**config.mk**
```make
export PLATFORM = sky130hd
export DESIGN_NAME = psum_accumulator
export DESIGN_NICKNAME = d
export VERILOG_FILES = /design/src/rtl/psum_accumulator.sv
export SDC_FILE = /design/constraint.sdc
export NUM_CORES = 1
export LEC_CHECK = 0
export ABC_AREA = 0
export CAP_MARGIN = 10
export CORE_MARGIN = 4
export CORE_UTILIZATION = 49
export DETAILED_ROUTE_END_ITERATION = 7
export DONT_BUFFER_PORTS = 1
export PLACE_DENSITY = 0.76
export SLEW_MARGIN = 10
export SYNTH_ARGS = -nofsm -noshare
export SYNTH_HDL_FRONTEND = slang
export SYNTH_SLANG_ARGS = --single-unit
```
**constraint.sdc**
```tcl
create_clock -name clk -period 25 [get_ports clk]
set_clock_uncertainty 0.05 [all_clocks]
set_input_delay 3.75 -clock clk [delete_from_list [all_inputs] [get_ports clk]]
set_output_delay 3.75 -clock clk [all_outputs]
set_load 0.02 [all_outputs]
```
**src/rtl/psum_accumulator.sv**
```systemverilog
// Accumulates signed PE row sums across K tiles, then rounds, shifts and saturates the total
// into a one-entry valid/ready output buffer.
module psum_accumulator #(
   parameter int unsigned PARTIAL_SUM_BW = 20,
   parameter int unsigned ACC_BW         = 24,
   parameter int unsigned OUT_BW         = 8,
   parameter int unsigned SHIFT_BW       = 5,
   parameter int unsigned BEAT_CNT_BW    = 8
) (
   input  logic                      clk,
   input  logic                      rst,
   input  logic                      in_valid,
   output logic                      in_ready,
   input  logic [PARTIAL_SUM_BW-1:0] in_data,
   input  logic                      in_last,
   input  logic [SHIFT_BW-1:0]       shift,
   output logic                      out_valid,
   input  logic                      out_ready,
   output logic [OUT_BW-1:0]         out_data,
   output logic [BEAT_CNT_BW-1:0]    beat_cnt,
   output logic                      ovf_flag,
   input  logic                      clr_flag
);

   // Wide enough that the rounding constant for the largest shift never overflows.
   localparam int unsigned RW = ACC_BW + (1 << SHIFT_BW) + 1;

   logic [ACC_BW-1:0]      acc_q, acc_d;
   logic                   first_q, first_d;
   logic [BEAT_CNT_BW-1:0] cnt_q, cnt_d;
   logic                   out_valid_q, out_valid_d;
   logic [OUT_BW-1:0]      out_data_q, out_data_d;
   logic                   ovf_q, ovf_d;

   logic                   accept;
   logic [ACC_BW:0]        sx_w, acc_w, sum_w;
   logic                   acc_ovf;
   logic [ACC_BW-1:0]      sum_sat;
   logic signed [RW-1:0]   q_ext, q_rnd, q_sum, q_shr;
   logic [RW-OUT_BW:0]     q_hi;
   logic                   q_ovf;
   logic [OUT_BW-1:0]      q_sat;

   assign in_ready = !out_valid_q || out_ready;
   assign accept   = in_valid && in_ready;

   always_comb begin
      sx_w    = {{(ACC_BW + 1 - PARTIAL_SUM_BW){in_data[PARTIAL_SUM_BW-1]}}, in_data};
      acc_w   = {acc_q[ACC_BW-1], acc_q};
      sum_w   = first_q ? sx_w : acc_w + sx_w;
      acc_ovf = sum_w[ACC_BW] ^ sum_w[ACC_BW-1];
      if (acc_ovf) begin
         sum_sat = sum_w[ACC_BW] ? {1'b1, {(ACC_BW-1){1'b0}}} : {1'b0, {(ACC_BW-1){1'b1}}};
      end else begin
         sum_sat = sum_w[ACC_BW-1:0];
      end
   end

   // Round half toward +inf, arithmetic shift, then clamp to the output range.
   always_comb begin
      q_ext = {{(RW - ACC_BW){sum_sat[ACC_BW-1]}}, sum_sat};
      if (shift == '0) begin
         q_rnd = '0;
      end else begin
         q_rnd = RW'(1) << (shift - SHIFT_BW'(1));
      end
      q_sum = q_ext + q_rnd;
      q_shr = q_sum >>> shift;
      q_hi  = q_shr[RW-1:OUT_BW-1];
      q_ovf = !((&q_hi) || !(|q_hi));
      if (q_ovf) begin
         q_sat = q_shr[RW-1] ? {1'b1, {(OUT_BW-1){1'b0}}} : {1'b0, {(OUT_BW-1){1'b1}}};
      end else begin
         q_sat = q_shr[OUT_BW-1:0];
      end
   end

   always_comb begin
      acc_d       = acc_q;
      first_d     = first_q;
      cnt_d       = cnt_q;
      out_valid_d = out_valid_q;
      out_data_d  = out_data_q;
      ovf_d       = ovf_q;

      if (out_valid_q && out_ready) begin
         out_valid_d = 1'b0;
      end

      if (accept) begin
         if (in_last) begin
            acc_d       = '0;
            first_d     = 1'b1;
            cnt_d       = '0;
            out_valid_d = 1'b1;
            out_data_d  = q_sat;
         end else begin
            acc_d   = sum_sat;
            first_d = 1'b0;
            if (cnt_q != '1) begin
               cnt_d = cnt_q + BEAT_CNT_BW'(1);
            end
         end
      end

      // A saturation in the same cycle as clr_flag keeps the flag set.
      if (accept && (acc_ovf || (in_last && q_ovf))) begin
         ovf_d = 1'b1;
      end else if (clr_flag) begin
         ovf_d = 1'b0;
      end
   end

   always_ff @(posedge clk) begin
      if (rst) begin
         acc_q       <= '0;
         first_q     <= 1'b1;
         cnt_q       <= '0;
         out_valid_q <= 1'b0;
         out_data_q  <= '0;
         ovf_q       <= 1'b0;
      end else begin
         acc_q       <= acc_d;
         first_q     <= first_d;
         cnt_q       <= cnt_d;
         out_valid_q <= out_valid_d;
         out_data_q  <= out_data_d;
         ovf_q       <= ovf_d;
      end
   end

   assign out_valid = out_valid_q;
   assign out_data  = out_data_q;
   assign beat_cnt  = cnt_q;
   assign ovf_flag  = ovf_q;

endmodule

```
==> summary.txt, run 1 <==
Routing
  – Drt pass-1 iters: 6
  – Vias per cell: 7.27
  – Final wirelength: 34.4 mm
  – Routed length per instance: 22.6 um
  – Initial drt markers: 1,689
  – Vias: 11,100
  – ANT nets after route: 0
  – Remaining DRCs: 0

Timing
  – Slew headroom: 0.184
  – Pins Over Slew Limit: 0
  – Worst slew pin tran: 1.19 ns
  – Period minus WS final: 14.96 ns
  – Final hold vios: 0
  – Final Cycle Share: 0.598
  – Final setup TNS: 0 ns
  – FMAX: 66.9 MHz
  – RSZ-0062 raised after global routing: no
  – Final setup violation count: 0

Logic synthesis
  – Number of synthesized flops with an enable pin: 0
  – Synth warnings: 0
  – Mux contribution to synthesized area: 0.0524
  – Synth unique cells: 87
  – Post-synthesis net count: 1,470
  – Syn Inst Count: 1,371
  – Adder-Cell Fraction of Synth Area: 0.0939
  – Sequential share of the synthesized area: 0.0934
  – Post-synthesis xor/xnor area fraction: 0.0474
  – Largest family of logic cells by synthesized area: compound AO/OA/AOI/OAI gates
  – Synth Area in Compound Gates: 0.382
  – Avg Cell Area, Syn: 6.72 um^2
  – Async S/R FF share, synth: 0
  – Post-synth top flop: dfxtp_1
  – Post-synthesis simple-gate area fraction: 0.276
  – Synth Cell Area: 0.00922 mm^2
  – FF+latch count, synth: 43

Cells and area
  – # fillers: 1,831
  – Final nets: 1,390
  – Fin util: 0.513
  – Ant. Diodes: 0
  – Share of cells above drive strength 1: 0.0495
  – P&R area growth vs syn: 1.33%
  – Non-Filler Instances: 1,521

Setup path
  – Required time of the critical path: 25.15 ns
  – CP max stage delay: 0.90 ns
  – Setup slack, reg-to-reg: 13.13 ns
  – Crit Path Class: primary input to flip-flop
  – WP buf/inv: 0
  – R2R Path End: out_data[2]$_SDFFE_PP0P_
  – WP data arrival: 15.10 ns
  – Path depth of the worst reg2reg path: 36
  – CP top delay family: compound AO/OA/AOI/OAI gates
  – Critical path's slowest cell: nor2_1
  – Setup crit start kind: primary input
  – Crit. End Element: flip-flop
  – CP max FO: 26
  – Crit Reg-Reg Startpoint: acc_q[1]$_SDFFE_PP0P_

Global route
  – Global-route wire length before repair: 55.2 mm
  – Largest net degree at the start of global routing: 64
  – GRT Total Usage: 0.311
  – Initial antenna violation count: 0
  – Gr ovfl total: 0
  – Vias in the first global route: 10,100

Placement
  – Post-DP HPWL: 25.9 mm
  – Gp weighted congestion: 1.04
  – Number of port buffers: 0
  – Dpl cells: 1,513

Min path
  – Worst Hold End: acc_q[22]$_SDFFE_PP0P_
  – Hold Crit Class: flip-flop to flip-flop
  – Hold Crit Start: acc_q[22]$_SDFFE_PP0P_
  – Hold Path Depth: 2

Die
  – Ports: 50
  – Die width: 145 um
  – Vert. Die Dim: 145 um
  – Core Footprint: 0.0182 mm^2
  – Initial Utilization: 0.506
  – Die Area: 0.0211 mm^2
  – FP Rows: 49

CTS
  – CTS-repair resized insts: 0
  – Clock buffer count from CTS: 5
  – Root Driver: clkbuf_16
  – Post CTS Setup Buffer Count: 0
  – Clock buffer depth: 2
  – Reg clk slew, reported paths: 0.05 ns
  – CTS Sinks: 43
  – H-tree depth: 2
  – Worst skew pair latency: 0.29 ns
  – CTS tree: built
  – CTS Hold Bufs: 0

Job
  – # Max-Cap Violations: 0

Run status
  – Status: complete, no violations

Power and ir drop
  – PwrDens: 50.4 mW/mm^2
  – Leak: 3.62 nW
  – Max IR drop VDD: 0.0295 mV
## worst max-delay path by stage
stage / start / to / slack (ns) / depth (start not counted)
after floorplan: in_data[1] / out_data[2]$_SDFFE_PP0P_ / 12.14 / 39
after global placement: in_data[1] / out_data[2]$_SDFFE_PP0P_ / 10.25 / 36
after detailed placement: in_data[1] / out_data[2]$_SDFFE_PP0P_ / 10.05 / 36
after CTS: in_data[1] / out_data[2]$_SDFFE_PP0P_ / 10.38 / 36
after global routing: in_data[1] / out_data[2]$_SDFFE_PP0P_ / 9.37 / 36
final: in_data[1] / out_data[2]$_SDFFE_PP0P_ / 10.04 / 36
## sequential cells by signal, summed over array words and instances, names as in the netlist
signal,count
out_valid,1
acc_q,24
first_q,1
out_data,8
beat_cnt,8
ovf_flag,1
## where the power goes
group | switching [mW] | internal [mW]
logic | 0.217 | 0.114
clock network | 0.0265 | 0.0364
registers | 0.00462 | 0.0730
## cell usage in the layout (no fill, tap or decap), types with 9 or more instances in the layout
cell      synthesis  final
nand3_1          48     48
a31oi_1          28     28
a22oi_1          12     12
xnor2_1          33     33
a221oi_1         10     10
a21o_1           29     29
nand4_1          22     22
nand2b_1         12     12
ha_1             66     66
o211ai_1         34     34
o21ai_0          75     75
a21oi_1          90     90
buf_4             1     11
o22ai_1          13     13
nor2_1          168    168
or3_1            12     12
nor2b_1          14     14
a211oi_1         36     36
o21a_1           20     20
inv_1            30     30
and2_1           22     22
dfxtp_1          43     43
o221ai_1         11     11
nor3_1           50     50
mux2i_1          19     19
and3_1           14     14
xor2_1           15     15
o211a_1          10     10
mux4_2            9      9
o21bai_1         11     11
nand2_1         149    149
o31ai_1          16     16
## kinds of logic (layout without fill, tap and decap cells)
group                    Yosys count  count (layout)
AND/OR/NAND/NOR                  545             545
multiplexers                      36              36
adder cells (fa/ha/maj)           68              68
AO/OA/AOI/OAI                    501             501
buffers and inverters            129              50
XOR/XNOR                          49              49
flip-flops                        43              43
## stage by stage
| stage | cell area [um^2] | hold slack (ns) | setup slack, ns | power [mW] |
|---|---|---|---|---|
| floorplan | 9220 | 0.379 | 12.14 | 0.320 |
| global placement | 9200 | 0.389 | 10.25 | 0.393 |
| detailed placement | 9200 | 0.394 | 10.05 | 0.395 |
| CTS | 9340 | 0.405 | 10.38 | 0.459 |
| global route | 9340 | 0.435 | 9.37 | 0.501 |
| finish | 9340 | 0.406 | 10.04 | 0.471 |
## worst min-delay path, cell delays in order (launching register included)
cell	delay, ns
dfxtp_1	0.31
nand2_1	0.05
a21oi_1	0.05
## metal layers
metal | vias up | GRT usage | share of wire
li1 | 5054 | - | -
met1 | 5055 | 0.424 | 0.40
met2 | 819 | 0.474 | 0.42
met3 | 130 | 0.0789 | 0.14
met4 | 0 | 0.121 | 0.042
met5 | - | 0 | 0
## cell type report
type	count	area [um^2]	share of cell area
Inverter	31	116	0.0125
Tap cell	229	287	0.0307
Clock buffer	5	125	0.0134
Sequential cell	43	861	0.0922
Timing Repair Buffer	11	82.6	0.00884
Multi-Input combinational cell	1199	7850	0.841
Clock inverter	3	15.0	0.00161
## Yosys cell counts, types with 11 or more instances
library cell  instances  share of area
dfxtp_1              43          0.093
xor2_1               15          0.014
a31oi_1              28          0.019
xnor2_1              33          0.031
a21oi_1              90          0.049
o31ai_1              16          0.013
and2_1               22          0.015
o21ai_0              75          0.041
nand2b_1             12         0.0081
nand3_1              48          0.026
a211oi_1             36          0.029
o21bai_1             11         0.0090
a21o_1               29          0.024
nor2b_1              14         0.0095
inv_1                30          0.012
nor2_1              168          0.068
o211ai_1             34          0.028
and3_1               14         0.0095
ha_1                 66          0.090
or3_1                12         0.0081
o21a_1               20          0.016
nand4_1              22          0.015
o22ai_1              13         0.0088
o221ai_1             11          0.010
a22oi_1              12         0.0098
clkbuf_1             80          0.033
nor3_1               50          0.027
nand2_1             149          0.061
mux2i_1              19          0.021
Power figures use the tool's default switching activity.
==> run 2, diff against run 1 <==
PLACE_DENSITY = 0.78   (was 0.76)
clock period = 13.6 ns   (was 25 ns; I/O delays follow)
==> summary.txt, run 2 (synthesized netlist as in run 1, its figures left out) <==
Routing
  – Routed length per instance: 23.6 um
  – Vias: 11,200
  – Final wirelength: 36.1 mm
  – Remaining DRCs: 0
  – Drt pass-1 iters: 7
  – Initial drt markers: 1,522
  – ANT nets after route: 0
  – Vias per cell: 7.34

Global route
  – Initial antenna violation count: 0
  – Global-route wire length before repair: 56.2 mm
  – Vias in the first global route: 10,100
  – Gr ovfl total: 0
  – GRT Total Usage: 0.322
  – Largest net degree at the start of global routing: 64

Setup path
  – Crit path top cell by count: a21oi_1
  – CP max stage delay: 0.65 ns
  – Required time of the critical path: 13.75 ns
  – WP data arrival: 12.55 ns
  – Critical path's slowest cell: and2_1
  – CP max FO: 26
  – Crit. End Element: flip-flop
  – Crit Path Class: primary input to flip-flop
  – Setup crit start kind: primary input

CTS
  – Post CTS Setup Buffer Count: 0
  – CTS tree: built
  – H-tree depth: 2
  – Clock buffer count from CTS: 5
  – Clock buffer depth: 2
  – Reg clk slew, reported paths: 0.06 ns
  – CTS-repair resized insts: 0
  – CTS Sinks: 43
  – CTS Hold Bufs: 0
  – Worst skew pair latency: 0.29 ns
  – Root Driver: clkbuf_16

Power and ir drop
  – Max IR drop VDD: 0.0610 mV
  – PwrDens: 96.8 mW/mm^2
  – Seq pwr share: 0.156
  – Leak: 3.68 nW
  – Pint: 0.454 mW
  – Clock power share: 0.169
  – Switching power share of the total: 0.505
  – Combinational share of power: 0.675
  – Switching pwr: 0.463 mW

Placement
  – Dpl cells: 1,522
  – Post-DP HPWL: 27.1 mm
  – Number of port buffers: 0
  – Gp weighted congestion: 1.09

Timing
  – Final hold vios: 0
  – Final Cycle Share: 0.911
  – Slew headroom: 0.197
  – RSZ-0062 raised after global routing: no
  – Period minus WS final: 12.39 ns
  – Final setup TNS: 0 ns
  – Worst slew pin tran: 1.20 ns
  – Final setup violation count: 0
  – FMAX: 80.7 MHz
  – Pins Over Slew Limit: 0

Cells and area
  – Ant. Diodes: 0
  – Final nets: 1,399
  – Commonest non-fill, non-tap cell in the layout: nor2_1
  – Share of cells above drive strength 1: 0.0561
  – Fin util: 0.519
  – Most flops, register: acc_q
  – Flip-flop count of the largest register after layout: 24
  – Non-Filler Instances: 1,530
  – P&R area growth vs syn: 2.63%
  – Leading cell types in the layout, fill and taps excluded: nor2_1, nand2_1, a21oi_1

Die
  – FP Rows: 49
  – Core Footprint: 0.0182 mm^2
  – Die Area: 0.0211 mm^2
  – Vert. Die Dim: 145 um
  – Initial Utilization: 0.506
  – Ports: 50
  – Die width: 145 um

Min path
  – Hold Crit Class: flip-flop to flip-flop

Job
  – # Max-Cap Violations: 0

Run status
  – Status: complete, no violations
run 2: cell types whose count changed in the layout (fill, tap and decap cells not counted):
cell and change:
buf_4 +9, clkinvlp_4 +1, clkinv_2 -3, bufinv_16 +2
run 2: metrics by stage:
stage	hold slack (ns)	power, mW	worst slack [ns]	cell area, um^2
2_1_floorplan	0.379	0.588	2.45	9220
3_3_place_gp	0.389	0.731	1.36	9270
3_5_place_dp	0.395	0.735	1.14	9270
4_1_cts	0.402	0.891	1.38	9460
5_1_grt	0.440	0.966	0.494	9460
6_report	0.401	0.916	1.21	9460
run 2: cell type report:
class	count	area (um^2)
clock buffer	5	125
clock inverter	3	67.6
fill	1787	8750
inverter	31	116
multi-input combinational	1199	7850
sequential	43	861
tap	229	287
timing repair buffer	20	150
run 2: metal layers:
layer	share of wire	up-vias	GRT usage
li1	-	5091	-
met1	0.41	5246	0.443
met2	0.43	771	0.494
met3	0.13	128	0.0798
met4	0.039	0	0.109
met5	0	-	0
run 2: worst max-delay path: cells and delay by family:
kind | cells | cell delay (ns)
AO/OA/AOI/OAI | 25 | 6.41
AND/OR/NAND/NOR | 5 | 2.10
adder cells (fa/ha/maj) | 4 | 1.29
multiplexers | 1 | 0.50
XOR/XNOR | 1 | 0.20
run 2: path summary, 6_finish.rpt:
check        cells past startpoint              startpoint  slack (ns)                        to
max                             36              in_data[1]        1.21  out_data[2]$_SDFFE_PP0P_
min                              2  acc_q[22]$_SDFFE_PP0P_        0.40    acc_q[22]$_SDFFE_PP0P_
max reg2reg                     36   acc_q[1]$_SDFFE_PP0P_        2.60  out_data[2]$_SDFFE_PP0P_
min reg2reg                      2  acc_q[22]$_SDFFE_PP0P_        0.40    acc_q[22]$_SDFFE_PP0P_
run 2: power by group through the flow:
stage / clock network [mW] / logic, mW / registers [mW]
2_1_floorplan: 0 / 0.444 / 0.144
3_3_place_gp: 0 / 0.586 / 0.145
3_5_place_dp: 0 / 0.589 / 0.146
4_1_cts: 0.155 / 0.593 / 0.143
5_1_grt: 0.162 / 0.661 / 0.144
6_report: 0.155 / 0.618 / 0.143
==> run 3, diff against run 2 <==
CTS_CLUSTER_DIAMETER = 50   (was not set)
TNS_END_PERCENT = 50   (was not set)
==> results of run 3 <==
Final layout, timing and power as in run 2 (identical DEF).
==> patch 1 (flow settings as in run 1) <==
Make the reset (`rst`) asynchronous in one clocked block.
--- a/src/rtl/psum_accumulator.sv
+++ b/src/rtl/psum_accumulator.sv
@@ -112,5 +112,5 @@
    end
 
-   always_ff @(posedge clk) begin
+   always_ff @(posedge clk or posedge rst) begin
       if (rst) begin
          acc_q       <= '0;
Formal check against the unedited RTL: differs if rst is asserted again (counterexample within 4 cycles, from zero or initial values and one cycle with rst high); with rst held inactive, the same outputs for 4 cycles.
==> patch 1 against run 1 <==
Global-route usage down 0.51 points; final area up 3.0%; wire length up 0.36%; sequential cell count unchanged; fmax up 4.5%; area after synthesis up 2.4%; worst setup slack better by 650 ps.
Power is not compared: it rests on default switching activity, and its combinational part moved more than twofold at a synthesized area within 25%.
==> patch 1: results (changes against run 1) <==
| Metric | Value |
|---|---|
| Detailed Routing Iterations Pass 1 | `6 (unchanged)` |
| Setup_tns | `0 ps (unchanged)` |
| Clock transition at path regs | `60 ps` |
| EDFF count, synth | `0 (unchanged)` |
| Post-cts resize count | `0 (unchanged)` |
| Max reg flops | `24 (unchanged)` |
| Sequential area share after synthesis | `11.4% (+2.1 points)` |
| Pin count of the biggest net entering global routing | `70 (+9.4%)` |
| Hold path depth | `2 (unchanged)` |
| Critical R2R Launch | `acc_q[1]` |
| Yosys top cell area share | `11.1% (+1.8 points)` |
| Total leakage power | `around 0.0038 uW` |
| Fillers | `1854 (+1.3%)` |
| Worst skew pair latency | `290 ps (about the same)` |
| First-pass GRT wire length | `54400 um (-1.4%)` |
| Worst hold endpoint | `acc_q[6]` |
| Hold Startpoint | `acc_q[6]` |
| Num CTS Buffers | `5 (unchanged)` |
| Worst R2R Path Depth | `36 (unchanged)` |
| Post-synth ARST share | `100% (+100 points)` |
| Area contributors post-synth | `dfrtp_1, ha_1, nor2_1` |
| Vias in the first global route | `9745 (-3.9%)` |
| Hold Crit Class | `flip-flop to flip-flop` |
| Top FF cell, synth | `dfrtp_1` |
| Synthesis warning total | `0 (unchanged)` |
| Syn nets | `1443 (-1.8%)` |
| Reg2reg end | `out_data[4]` |
| Maximum vdd drop | `0.0000545 V` |
| Outcome | `finished clean` |
| Reg2Reg Setup Slack | `13710 ps (+580 ps)` |
| Slowest CP cell | `ha_1` |
| Initial drt markers | `1790 (+6.0%)` |
| Commonest cells post-synth | `nor2_1, nand2_1, a21oi_1` |
| Clock Path Buffers | `2 (unchanged)` |
| Vias per Instance | `7.10 (-2.3%)` |
| Yosys cell types | `105 (+21%)` |
| Drt total wl | `34500 um (+0.36%)` |
| Worst Path Max Fanout | `24 (-7.7%)` |
| Gp weighted congestion | `1.10 (+5.6%)` |
| Total setup buffers inserted after CTS | `0 (unchanged)` |
| Largest Register | `acc_q` |
| GRT Overall Usage | `30.6% (-0.51 points)` |
| Worst EP arrival | `14440 ps (-660 ps)` |
| Final HPWL DP | `26100 um (+0.97%)` |
| Slew headroom | `35.2% (+17 points)` |
| H-tree depth | `2 (unchanged)` |
| Clk root buf | `clkbuf_16` |
| Port-buffer cells | `0 (unchanged)` |
| Initial antenna violation count | `0 (unchanged)` |
| Diode count | `0 (unchanged)` |
| Final hold slack | `435 ps (+29.1 ps)` |
| Worst path max stage delay | `970 ps (+70 ps)` |
| Layout cells sized above 1 | `6.99% (+2.0 points)` |
| CP top delay family | `compound AO/OA/AOI/OAI gates` |
## patch 1: logic make-up (layout without fill, tap and decap cells)
family          Yosys count  in the layout  share of synthesized area (%)
compound gates          484            484                           36.5
flops                    43             43                           11.4
buf+inv                 121             50                           5.25
fa+ha+maj                68             68                           9.18
mux                      50             50                           6.51
simple gates            527            527                           26.4
xor+xnor                 51             51                           4.73
## patch 1: per-layer routing
metal / wire [um] / vias up / share of wire [%] / global-route usage (%)
li1: - / 4969 / - / -
met1: 13900 / 4998 / 40 / 43.1
met2: 14700 / 784 / 43 / 46.4
met3: 4490 / 138 / 13 / 7.06
met4: 1340 / 0 / 3.9 / 9.78
met5: 0 / - / 0 / 0
## patch 1: stage by stage
stage	area, um^2	setup slack [ps]	std cells	power (uW)
after floorplan	9440	13110	1344	1000
after global placement	9450	10810	1525	1250
after detailed placement	9450	10680	1525	1260
after CTS	9620	10930	1533	1350
after global routing	9620	10020	1533	1490
final	9620	10690	1533	1390
## patch 1: how the worst max path moves through the flow
stage / start / endpoint / depth (start not counted)
global route: in_data[1] / out_data[3] / 36
finish: in_data[1] / out_data[4] / 36
global placement: in_data[1] / out_data[1] / 36
CTS: in_data[1] / out_data[4] / 36
detailed placement: in_data[1] / out_data[4] / 36
floorplan: in_data[1] / out_data[5] / 38
## patch 1: cell type report
class	instances	area (um^2)	area share (%)
Multi-Input combinational cell	1180	7860	81.7
Sequential cell	43	1080	11.2
Tap cell	260	325	3.38
Inverter	34	128	1.33
Clock buffer	5	125	1.30
Timing Repair Buffer	8	60.1	0.624
Clock inverter	3	43.8	0.455
## patch 1: power breakdown
| part | total (uW) | leakage (uW) | switching, uW | internal [uW] |
|---|---|---|---|---|
| Combinational | 1190 | 0.00316 | 775 | 414 |
| Clock | 77.1 | 0.0000838 | 29.9 | 47.2 |
| Sequential | 127 | 0.000541 | 31.1 | 96.1 |
| Total | 1390 | 0.00378 | 836 | 557 |
## patch 1: worst reg2reg max path: cells and delay by family, from the launching register on
family | cells | cell delay, ps
AOI/OAI and AO/OA | 21 | 5040
and+or+nand+nor | 10 | 3540
adders and majority gates | 4 | 1950
DFF | 1 | 420
xor gates and xnor gates | 1 | 180
==> patch 2 (settings of run 1) <==
Without the edit above. The parameter `OUT_BW` goes from 8 to 12.
--- a/src/rtl/psum_accumulator.sv
+++ b/src/rtl/psum_accumulator.sv
@@ -4,5 +4,5 @@
    parameter int unsigned PARTIAL_SUM_BW = 20,
    parameter int unsigned ACC_BW         = 24,
-   parameter int unsigned OUT_BW         = 8,
+   parameter int unsigned OUT_BW         = 12,
    parameter int unsigned SHIFT_BW       = 5,
    parameter int unsigned BEAT_CNT_BW    = 8
Interface: changed (resized out_data); port bits go from 50 to 54. No check against the original RTL was run, so the function may have changed too.
==> patch 2 against run 1 <==
Fmax up 7.0%; critical path type unchanged; final area down 1.6%; global-route usage down 1.3 points; total power down 1.5%; count of clock-buffer cells in the layout up 2; critical path depth down 1; highest routed layer unchanged; sequential cell count up 4; final cell count down 2.8%; wire length down 6.7%; sequential share of layout area up 1.0 points; first-iteration DRC count down 15%; worst setup slack better by 970 ps; area after synthesis down 1.9%.
==> patch 2: results (changes against run 1) <==
| Metric | Value |
|---|---|
| Outcome | `finished clean` |
| Worst Setup SP | `in_data[1]` |
| CP top delay family | `compound AO/OA/AOI/OAI gates` |
| Yosys cell types | `98 (+13%)` |
| Met1 GRT Util | `42.1% (-0.28 points)` |
| Post-synth ARST share | `0% (unchanged)` |
| Worst EP arrival | `14120 ps (-980 ps)` |
| M2 GR Usage | `46.3% (-1.0 points)` |
| Placed instance area | `9030 um^2 (-1.8%)` |
| Final HPWL DP | `24700 um (-4.6%)` |
| First-pass GRT wire length | `50200 um (-9.1%)` |
| GRT Overall Usage | `29.8% (-1.3 points)` |
| Critical R2R Launch | `acc_q[1]` |
| Commonest cells post-synth | `nor2_1, nand2_1, a21oi_1` |
| Total leakage power | `0.00365 uW (+0.62%)` |
| Layout cells sized above 1 | `5.52% (+0.57 points)` |
| Hold Startpoint | `acc_q[12]` |
| Port-buffer cells | `0 (unchanged)` |
| Slew @ Worst Pin | `1090 ps (-107 ps)` |
| Sequential area share after synthesis | `10.4% (+1.1 points)` |
| Clock transition at path regs | `70 ps (+20 ps)` |
| Vias in the first global route | `9311 (-8.1%)` |
| Final #Nets | `1346 (-3.2%)` |
| Gp weighted congestion | `1.01 (-3.2%)` |
| Largest Register | `acc_q` |
| Drt total wl | `32100 um (-6.7%)` |
| Area contributors post-synth | `dfxtp_1, ha_1, nor2_1` |
| Maximum vdd drop | `0.0000614 V (+110%)` |
| Vias after detailed routing | `10455 (-5.5%)` |
| H-tree depth | `2 (unchanged)` |
| Worst path max stage delay | `880 ps (-20 ps)` |
| Syn nets | `1416 (-3.7%)` |
| Commonest non-fill, non-tap cell in the layout | `nor2_1` |
| Pin count of the biggest net entering global routing | `58 (-9.4%)` |
| GR Layer Usage met3 | `5.02% (-2.9 points)` |
| Worst skew pair latency | `290 ps (about the same)` |
| Detailed Routing Iterations Pass 1 | `7 (+1)` |
| Initial drt markers | `1437 (-15%)` |
| Total setup buffers inserted after CTS | `0 (unchanged)` |
| Slowest CP cell | `ha_1` |
| Num CTS Buffers | `5 (unchanged)` |
-- patch 2: final timing paths --
path / slack, ps / to / depth (start not counted)
worst max-delay path: 11020 / out_data[6] / 35
worst min register to register: 410 / acc_q[12] / 2
worst max register to register: 14130 / out_data[6] / 35
worst min-delay path: 410 / acc_q[12] / 2
-- patch 2: metrics by stage --
step	hold WS [ps]	utilization, %	setup WS, ps	std cells	power (uW)
global route	435	51.0	10190	1479	494
global placement	389	50.1	10950	1471	381
finish	410	51.0	11020	1479	464
detailed placement	399	50.1	10830	1471	382
floorplan	379	-	12760	1319	317
CTS	415	51.0	11130	1479	454
-- patch 2: report_power, final --
group	switching (uW)	leakage, uW	internal [uW]
Clock	29.5	0.0000761	42.6
Sequential	5.64	0.000384	79.8
Combinational	199	0.00319	107
-- patch 2: cell families after synthesis --
logic type	synth area share, %
adders and majority gates	9.30
muxes	6.45
xor gates and xnor gates	5.23
AOI/OAI and AO/OA	36.2
buffers and inverters	5.22
and+or+nand+nor	27.2
DFF	10.4
-- patch 2: cell type report --
type,instances,area [um^2]
fill,1795,8840
clock buffer,7,153
sequential,47,941
clock inverter,1,7.51
inverter,29,109
multi-input combinational,1158,7630
timing repair buffer,8,60.1
tap,229,287
-- patch 2: per-layer routing --
metal	wire length [um]	share of wire [%]
met5	0	0
met4	1060	3.3
met3	3640	11
met2	13800	43
met1	13600	42
-- patch 2: tightest hold or removal path, stage by stage (launching register included) --
cell and delay (ps):
dfxtp_1 330, nand2_1 50, o21ai_0 50
